### src/rtl/sensor_pkg.sv
// Shared types and default tuning for the climate sensor front end.
// Level encoding matches the FSM's temp[1:0] input.
`timescale 1ns/1ps
package sensor_pkg;
   typedef enum logic [1:0] {LVL0, LVL1, LVL2, LVL3} temp_lvl_t;

   localparam int         DW_DEF         = 8;
   localparam int         AVG_LOG2_DEF   = 2;
   localparam logic [7:0] T1_DEF         = 8'd64;
   localparam logic [7:0] T2_DEF         = 8'd128;
   localparam logic [7:0] T3_DEF         = 8'd192;
   localparam logic [7:0] HYST_DEF       = 8'd4;
   localparam int         DEB_CYCLES_DEF = 16;
endpackage

### src/rtl/sensor_conditioner_btn_debounce.sv
// Push-button synchroniser and debouncer.
// BT only follows the button after it holds steady for DEB_CYCLES clocks.
`timescale 1ns/1ps
module btn_debounce
   import sensor_pkg::*;
#(
   parameter int DEB_CYCLES = DEB_CYCLES_DEF
) (
   input  logic clk,
   input  logic reset,
   input  logic btn_raw,
   output logic BT
);
   localparam int CW = $clog2(DEB_CYCLES);

   logic          s1;
   logic          btn_s;
   logic [CW-1:0] cnt;

   // two-flop synchroniser for the asynchronous button
   always_ff @(posedge clk or posedge reset) begin
      if (reset) begin
         s1    <= 1'b0;
         btn_s <= 1'b0;
      end else begin
         s1    <= btn_raw;
         btn_s <= s1;
      end
   end

   // count consecutive disagreeing clocks; flip BT when the run is long enough
   always_ff @(posedge clk or posedge reset) begin
      if (reset) begin
         cnt <= '0;
         BT  <= 1'b0;
      end else if (btn_s != BT) begin
         if (cnt == CW'(DEB_CYCLES - 1)) begin
            BT  <= btn_s;
            cnt <= '0;
         end else begin
            cnt <= cnt + CW'(1);
         end
      end else begin
         cnt <= '0;
      end
   end
endmodule

### src/rtl/sensor_conditioner.sv
// Temperature averager + hysteretic level classifier and button debouncer.
// Produces the temp[1:0] and BT inputs of the climate-control FSM.
`timescale 1ns/1ps
module sensor_conditioner
   import sensor_pkg::*;
#(
   parameter int              DW         = DW_DEF,
   parameter int              AVG_LOG2   = AVG_LOG2_DEF,
   parameter logic [DW-1:0]   T1         = T1_DEF,
   parameter logic [DW-1:0]   T2         = T2_DEF,
   parameter logic [DW-1:0]   T3         = T3_DEF,
   parameter logic [DW-1:0]   HYST       = HYST_DEF,
   parameter int              DEB_CYCLES = DEB_CYCLES_DEF
) (
   input  logic          clk,
   input  logic          reset,
   input  logic [DW-1:0] sample_in,
   input  logic          sample_valid,
   input  logic          btn_raw,
   output logic [DW-1:0] avg_out,
   output logic          avg_valid,
   output logic [1:0]    temp,
   output logic          BT
);
   localparam int AW = DW + AVG_LOG2;

   logic [AW-1:0]       acc;
   logic [AW-1:0]       sum;
   logic [AVG_LOG2-1:0] cnt;
   temp_lvl_t           lvl;
   logic [DW-1:0]       t_up;
   logic [DW-1:0]       t_dn;
   logic [DW:0]         up_sum;
   logic [DW-1:0]       up_thr;
   logic [DW-1:0]       dn_thr;

   assign sum = acc + {{AVG_LOG2{1'b0}}, sample_in};

   // boxcar accumulator; the window closes on the last sample's own edge
   always_ff @(posedge clk or posedge reset) begin
      if (reset) begin
         acc       <= '0;
         cnt       <= '0;
         avg_out   <= '0;
         avg_valid <= 1'b0;
      end else begin
         avg_valid <= 1'b0;
         if (sample_valid) begin
            if (cnt == '1) begin
               avg_out   <= sum[AW-1:AVG_LOG2];
               avg_valid <= 1'b1;
               acc       <= '0;
               cnt       <= '0;
            end else begin
               acc <= sum;
               cnt <= cnt + AVG_LOG2'(1);
            end
         end
      end
   end

   // thresholds around the current level, hysteresis saturated to the DW range
   always_comb begin
      t_up = T1;
      t_dn = T1;
      unique case (lvl)
         LVL0: begin t_up = T1; t_dn = T1; end
         LVL1: begin t_up = T2; t_dn = T1; end
         LVL2: begin t_up = T3; t_dn = T2; end
         LVL3: begin t_up = T3; t_dn = T3; end
      endcase
      up_sum = {1'b0, t_up} + {1'b0, HYST};
      up_thr = up_sum[DW] ? '1 : up_sum[DW-1:0];
      dn_thr = (t_dn < HYST) ? '0 : t_dn - HYST;
   end

   // level FSM: at most one step per completed average
   always_ff @(posedge clk or posedge reset) begin
      if (reset) begin
         lvl <= LVL0;
      end else if (avg_valid) begin
         if (lvl != LVL3 && avg_out >= up_thr)
            lvl <= temp_lvl_t'(lvl + 2'd1);
         else if (lvl != LVL0 && avg_out < dn_thr)
            lvl <= temp_lvl_t'(lvl - 2'd1);
      end
   end

   assign temp = lvl;

   btn_debounce #(
      .DEB_CYCLES (DEB_CYCLES)
   ) u_deb (
      .clk     (clk),
      .reset   (reset),
      .btn_raw (btn_raw),
      .BT      (BT)
   );
endmodule
### config.mk
export PLATFORM = sky130hd
export DESIGN_NAME = sensor_conditioner
export DESIGN_NICKNAME = d
export VERILOG_FILES = /design/src/rtl/sensor_pkg.sv /design/src/rtl/sensor_conditioner_btn_debounce.sv /design/src/rtl/sensor_conditioner.sv
export SDC_FILE = /design/constraint.sdc
export NUM_CORES = 1
export LEC_CHECK = 0
export CORE_MARGIN = 5
export CORE_UTILIZATION = 46
export DETAILED_ROUTE_END_ITERATION = 6
export PLACE_DENSITY = 0.74
export SLEW_MARGIN = 20
export SYNTH_ARGS = -nofsm -noshare
export SYNTH_HDL_FRONTEND = slang
export SYNTH_SLANG_ARGS = --single-unit
### constraint.sdc
create_clock -name clk -period 2.4 [get_ports clk]
set_input_delay 0.48 -clock clk [delete_from_list [all_inputs] [get_ports clk]]
set_output_delay 0.48 -clock clk [all_outputs]
set_load 0.05 [all_outputs]
# Yosys cells after proc, flatten, opt, wreduce, memory -nomap -nowiden
# Index checks and enable logic that the tools add are counted.
[totals] reg_bits=30 latch_bits=0 ramBits=0 mem_bits_ro=0 inputBits=12 output_inout_bits=12 elab_cells=48 n_memories=0
[classes] add_sub_neg=7 n_mul=0 div=0 magnitude_cmp=3 n_eq_ne=7 shifts=0 muxes=12 bitwise=0 n_reduce_logical=10
[op_table] op="$pmux 8 s3" n=2
[op_table] op="$mux 8" n=2
[op_table] op="$add 10x8->10" n=1
[op_table] op="$mux 10" n=1
[op_table] op="$add 8x3->9 const B" n=1
[op_table] op="$ge 8x8->1" n=1
[op_table] op="$lt 8x3->1 const B" n=1
[op_table] op="$lt 8x8->1" n=1
[op_table] op="$mux 4" n=2
[op_table] op="$sub 8x3->8 const B" n=1
[op_table] op="$eq 2x2->1 const B" n=3
[op_table] op="$mux 2" n=3
[op_table] op="$reduce_and 2->1" n=3
[op_table] op="$add 2x1->2 const B" n=2
[op_table] op="$add 4x1->4 const B" n=1
[op_table] op="$eq 4x4->1 const B" n=1
[op_table] op="$reduce_bool 2->1" n=2
[op_table] op="$reduce_or 2->1" n=2
[op_table] op="$eq 2x1->1 const B" n=1
[op_table] op="$logic_and 1x1->1" n=2
[op_table] op="$logic_not 2->1" n=1
[op_table] op="$mux 1" n=2
[op_table] op="$ne 2x2->1 const B" n=1
[op_table] op="$sub 2x1->2 const B" n=1
[op_table] op="$ne 1x1->1" n=1

# Longest topological paths before layout
[logic_depth] ltp_word=9 mapped_depth=10 mapped_depth_nobuf=10

# Modules after synthesis
# A second synthesis with hierarchy kept.
[hier_totals] cells_unflattened=167 area_unflattened_um2=1716.6
[modules_own_cells] module="sensor_conditioner" instances=1 cells_each=148 area_each_um2=1441.4 seq_area_each_um2=575.6
[modules_own_cells] module="btn_debounce" instances=1 cells_each=19 area_each_um2=275.3 seq_area_each_um2=175.2

# Least setup slack after synthesis
# Ideal clock, no wire load.
[synth_timing] path_kind="register to register" start="register lvl[0], in the netlist temp[0]" end="register lvl[1], in the netlist temp[1]" setup_time_ps=104 t_arrival_ps=2248 required_time_ps=2296 slack_ps=48 path_stages_with_launch=10 path_cell_list="dfrtp_1 > inv_1 > ha_1 > and3_1 > ha_1 > nand4bb_1 > a21oi_1 > nor4_1 > o21ai_0 > a221oi_1"
[synth_via] elab_chain_cells=9
[synth_rtl] element="start: declaration" line_no="sensor_conditioner.sv:30" rtl="temp_lvl_t lvl;"
[synth_rtl] element="start signal: assignment" line_no="sensor_conditioner.sv:83" rtl="lvl <= temp_lvl_t'(lvl + 2'd1);"
[synth_rtl] element="start signal: assignment" line_no="sensor_conditioner.sv:85" rtl="lvl <= temp_lvl_t'(lvl - 2'd1);"
[synth_rtl] element="$eq 2x2->1, or another cell as far along" line_no="sensor_conditioner.sv:66" rtl="unique case (lvl)"
[synth_rtl] element="$reduce_or 2->1 (no line)"
[synth_rtl] element="$pmux 8 s3" line_no="sensor_conditioner.sv:66"
[synth_rtl] element="$add 8x3->9, or another cell as far along" line_no="sensor_conditioner.sv:72" rtl="up_sum = {1'b0, t_up} + {1'b0, HYST};"
[synth_rtl] element="$mux 8, on equally long branches" line_no="sensor_conditioner.sv:73, sensor_conditioner.sv:74"
[synth_rtl] element="$ge 8x8->1 or $lt 8x8->1 (tied branches)" line_no="sensor_conditioner.sv:82, sensor_conditioner.sv:84"
[synth_rtl] element="$logic_and 1x1->1, on equally long branches" line_no="sensor_conditioner.sv:82, sensor_conditioner.sv:84"
[synth_rtl] element="$reduce_bool 2->1 (no line)"
[synth_rtl] element="$reduce_and 2->1 (no line)"
# Several ways; a longest one is shown, not always the timed one. The select of a mux whose other input is x is not followed.
# A chain may end at the register's enable or synchronous reset.

# Final worst setup path
[layout_timing] start="input port sample_in[0]" end="register avg_out[6]"
[layout_via] elab_chain_cells=1
[layout_rtl] element="start: declaration" line_no="sensor_conditioner.sv:17" rtl="input logic [DW-1:0] sample_in,"
[layout_rtl] element="$add 10x8->10" line_no="sensor_conditioner.sv:37" rtl="assign sum = acc + {{AVG_LOG2{1'b0}}, sample_in};"
[layout_rtl] element="end signal: assignment" line_no="sensor_conditioner.sv:50" rtl="avg_out <= sum[AW-1:AVG_LOG2];"
[layout_rtl] element="end: declaration" line_no="sensor_conditioner.sv:20" rtl="output logic [DW-1:0] avg_out,"
# No other way between the ends.

==> flow_summary.json <==
{
  "top_layer": "met4",
  "ys.flop_type": "dfrtp_1",
  "rrSetupSlack_ps": 200,
  "grt_pass1_wl_um": 5775,
  "finalPower_w": 0.002855,
  "synth_area_per_cell_sq_um": 10.72,
  "setup_viol": 0,
  "hold_viol_final": 0,
  "vias_per_cell": 5.430,
  "ios": 24,
  "rr_startpoint": "temp[0]",
  "portBuffers": 23,
  "hp-class": "reg -> reg",
  "dp_hpwl_um": 2571,
  "power.density_nw_per_um2": 1328,
  "diodes": 0,
  "cp.required_ps": 2550,
  "hold_path_end": "u_deb.btn_s",
  "synth.ff_latch_count": 30,
  "cts_root_buf": "clkbuf_8",
  "drt-initial-drc-count": 44,
  "async_flop_share_pct": 100.0,
  "crit_fanout": 3,
  "h-tree-depth": 2,
  "crit_type": "in -> reg",
  "worst_pin_slew_ps": 496.4,
  "status": "complete, no violations",
  "final_cell_mix": "dfrtp_1, clkdlybuf4s50_1, ha_1, inv_1, nand2_1",
  "holdWs_ps": 352.4,
  "cts_tree": "yes",
  "synthCells": 162,
  "rsz0062_at_grt": "true",
  "die_h_um": 71.45,
  "synth.distinct_cells": 39,
  "fp.dieW_um": 71.45,
  "drcViolationCount": 0,
  "dp_cells": 233,
  "track_usage_pct": 14.11,
  "holdBufCountCts": 0,
  "finalWeightedCongestion": 0.8173,
  "die_area_sq_um": 5104,
  "dr_total_vias": 1314,
  "finClkSkew_ps": 2.923,
  "synth_seq_area_share_pct": 43.23,
  "post-route-min-period_ps": 2329,
  "grt_antenna_before_repair": 0,
  "synth_warnings": 0,
  "grt_pass1_vias": 1294,
  "wl_per_cell_um": 14.27,
  "design_area_sq_um": 2150,
  "wl_um": 3453,
  "min_from": "u_deb.s1",
  "critPathCaptureType": "flip-flop",
  "grt_max_degree": 31,
  "dr_wl_met2_um": 1715,
  "synth_area_sq_um": 1737,
  "clk_latency_ps": 280,
  "initial_utilization_pct": 47.44,
  "reg2reg_to": "temp[1]",
  "clk_path_buf_depth": 2,
  "final_util_pct": 58.71,
  "final_layout_size_suffix_gt1_share_pct": 11.34,
  "synth_edf_count": 0,
  "fmax_ghz": 0.4295,
  "ir_worst_vdd_mv": 0.5777,
  "startpoint_type": "primary input",
  "syn2layout_area_growth_pct": 23.78,
  "antenna_left": 0,
  "nFillCells": 310,
  "maxCapViolations": 0,
  "syn_nets": 195,
  "final_cells": 242,
  "clk_pin_slew_ps": 60,
  "dr_wl_met3_um": 158,
  "m1WireLength_um": 1550,
  "final.period_utilization_pct": 97.02,
  "placed_cell_area_sq_um": 2034,
  "holdPathStages": 0,
  "nets": 226,
  "numCtsBuffers": 5,
  "rows": 22,
  "overflow": 0,
  "power_leakage_nw": 0.9719,
  "cts.sink_count": 30,
  "r2r_cells": 9,
  "worstPathArrival_ps": 2480,
  "final_common_cell": "dfrtp_1",
  "max_slew_margin_pct": 66.81,
  "fp.coreArea_sq_um": 3661,
  "firstDrtPassIters": 6,
  "maxSlewViolCount": 0
}
## power breakdown
| group | switching (W) | internal, W |
|---|---|---|
| Combinational | 0.000946 | 0.000654 |
| Clock | 0.000187 | 0.000231 |
| Sequential | 0.000153 | 0.000685 |
## timing repair
item / CTS / global route
hold endpoints to repair: 0 / 0
gates resized for setup: 0 / 3
setup endpoints to repair: 0 / 3
setup buffers: 0 / 1
## cell usage after synthesis, types with 2 or more instances
master      n  area, sq um
dfrtp_1    30        750.7
ha_1       20        250.2
inv_1      16        60.06
nand2_1    12        45.04
a21oi_1    11        55.05
o21ai_0    10        50.05
o2bb2ai_1   7        61.31
xnor2_1     7        61.31
o21ai_1     5        25.02
xor2_1      4        35.03
nand3_1     3        15.01
nor2_1      3        11.26
nor2b_1     3        18.77
a21o_1      2        15.01
a21oi_2     2        17.52
clkbuf_1    2        7.510
mux2_2      2        22.52
or3_1       2        12.51
## worst max-delay path by stage
stage                       from         end  slack (ps)
finish              sample_in[0]  avg_out[6]          70
global route             temp[0]     temp[1]         -60
CTS                 sample_in[0]  avg_out[6]          40
detailed placement  sample_in[0]  avg_out[6]        -190
global placement    sample_in[0]  avg_out[6]        -110
floorplan                temp[0]     temp[1]          50
## cell families after synthesis
logic type	share of synthesized area, %
flops	43.23
fa+ha+maj	15.56
simple gates	9.078
mux	1.873
xor+xnor	5.547
buf+inv	3.891
compound gates	20.82
## layer usage
metal  track usage (%)  up-vias
li1                  -      648
met1             17.76      631
met2             23.27       30
met3             3.787        5
met4             5.010        0
met5                 0        -
## worst max-delay path, stage by stage
cell and delay (ps):
clkdlybuf4s50_1 410, ha_1 250, fa_2 400, a21oi_4 210, o211ai_2 120, a221oi_2 350, xnor2_1 170, o21ai_1 80
## layout make-up
cell class,count,area (sq um),area share (%)
multi-input cells,114,934.6,43.48
flip-flops and latches,30,750.7,34.92
clock inverters,1,5.005,0.2328
repair buffers,26,252.7,11.76
clock buffers,7,86.33,4.016
well taps,48,60.06,2.794
inverters,16,60.06,2.794
## per-stage QoR
step	setup TNS [ps]	setup slack, ps
after floorplan	0	47.91
after global placement	-275.6	-109.7
after detailed placement	-695.5	-187.2
after CTS	0	40.71
after global routing	-102.6	-61.11
final	0	71.46
## state kept, by name, indices dropped and copies added, names as in the netlist
name / flops
u_deb.s1: 1
avg_out: 8
u_deb.btn_s: 1
u_deb.BT: 1
cnt: 2
temp: 2
u_deb.cnt: 4
avg_valid: 1
acc: 10
(Power assumes the default switching activity.)
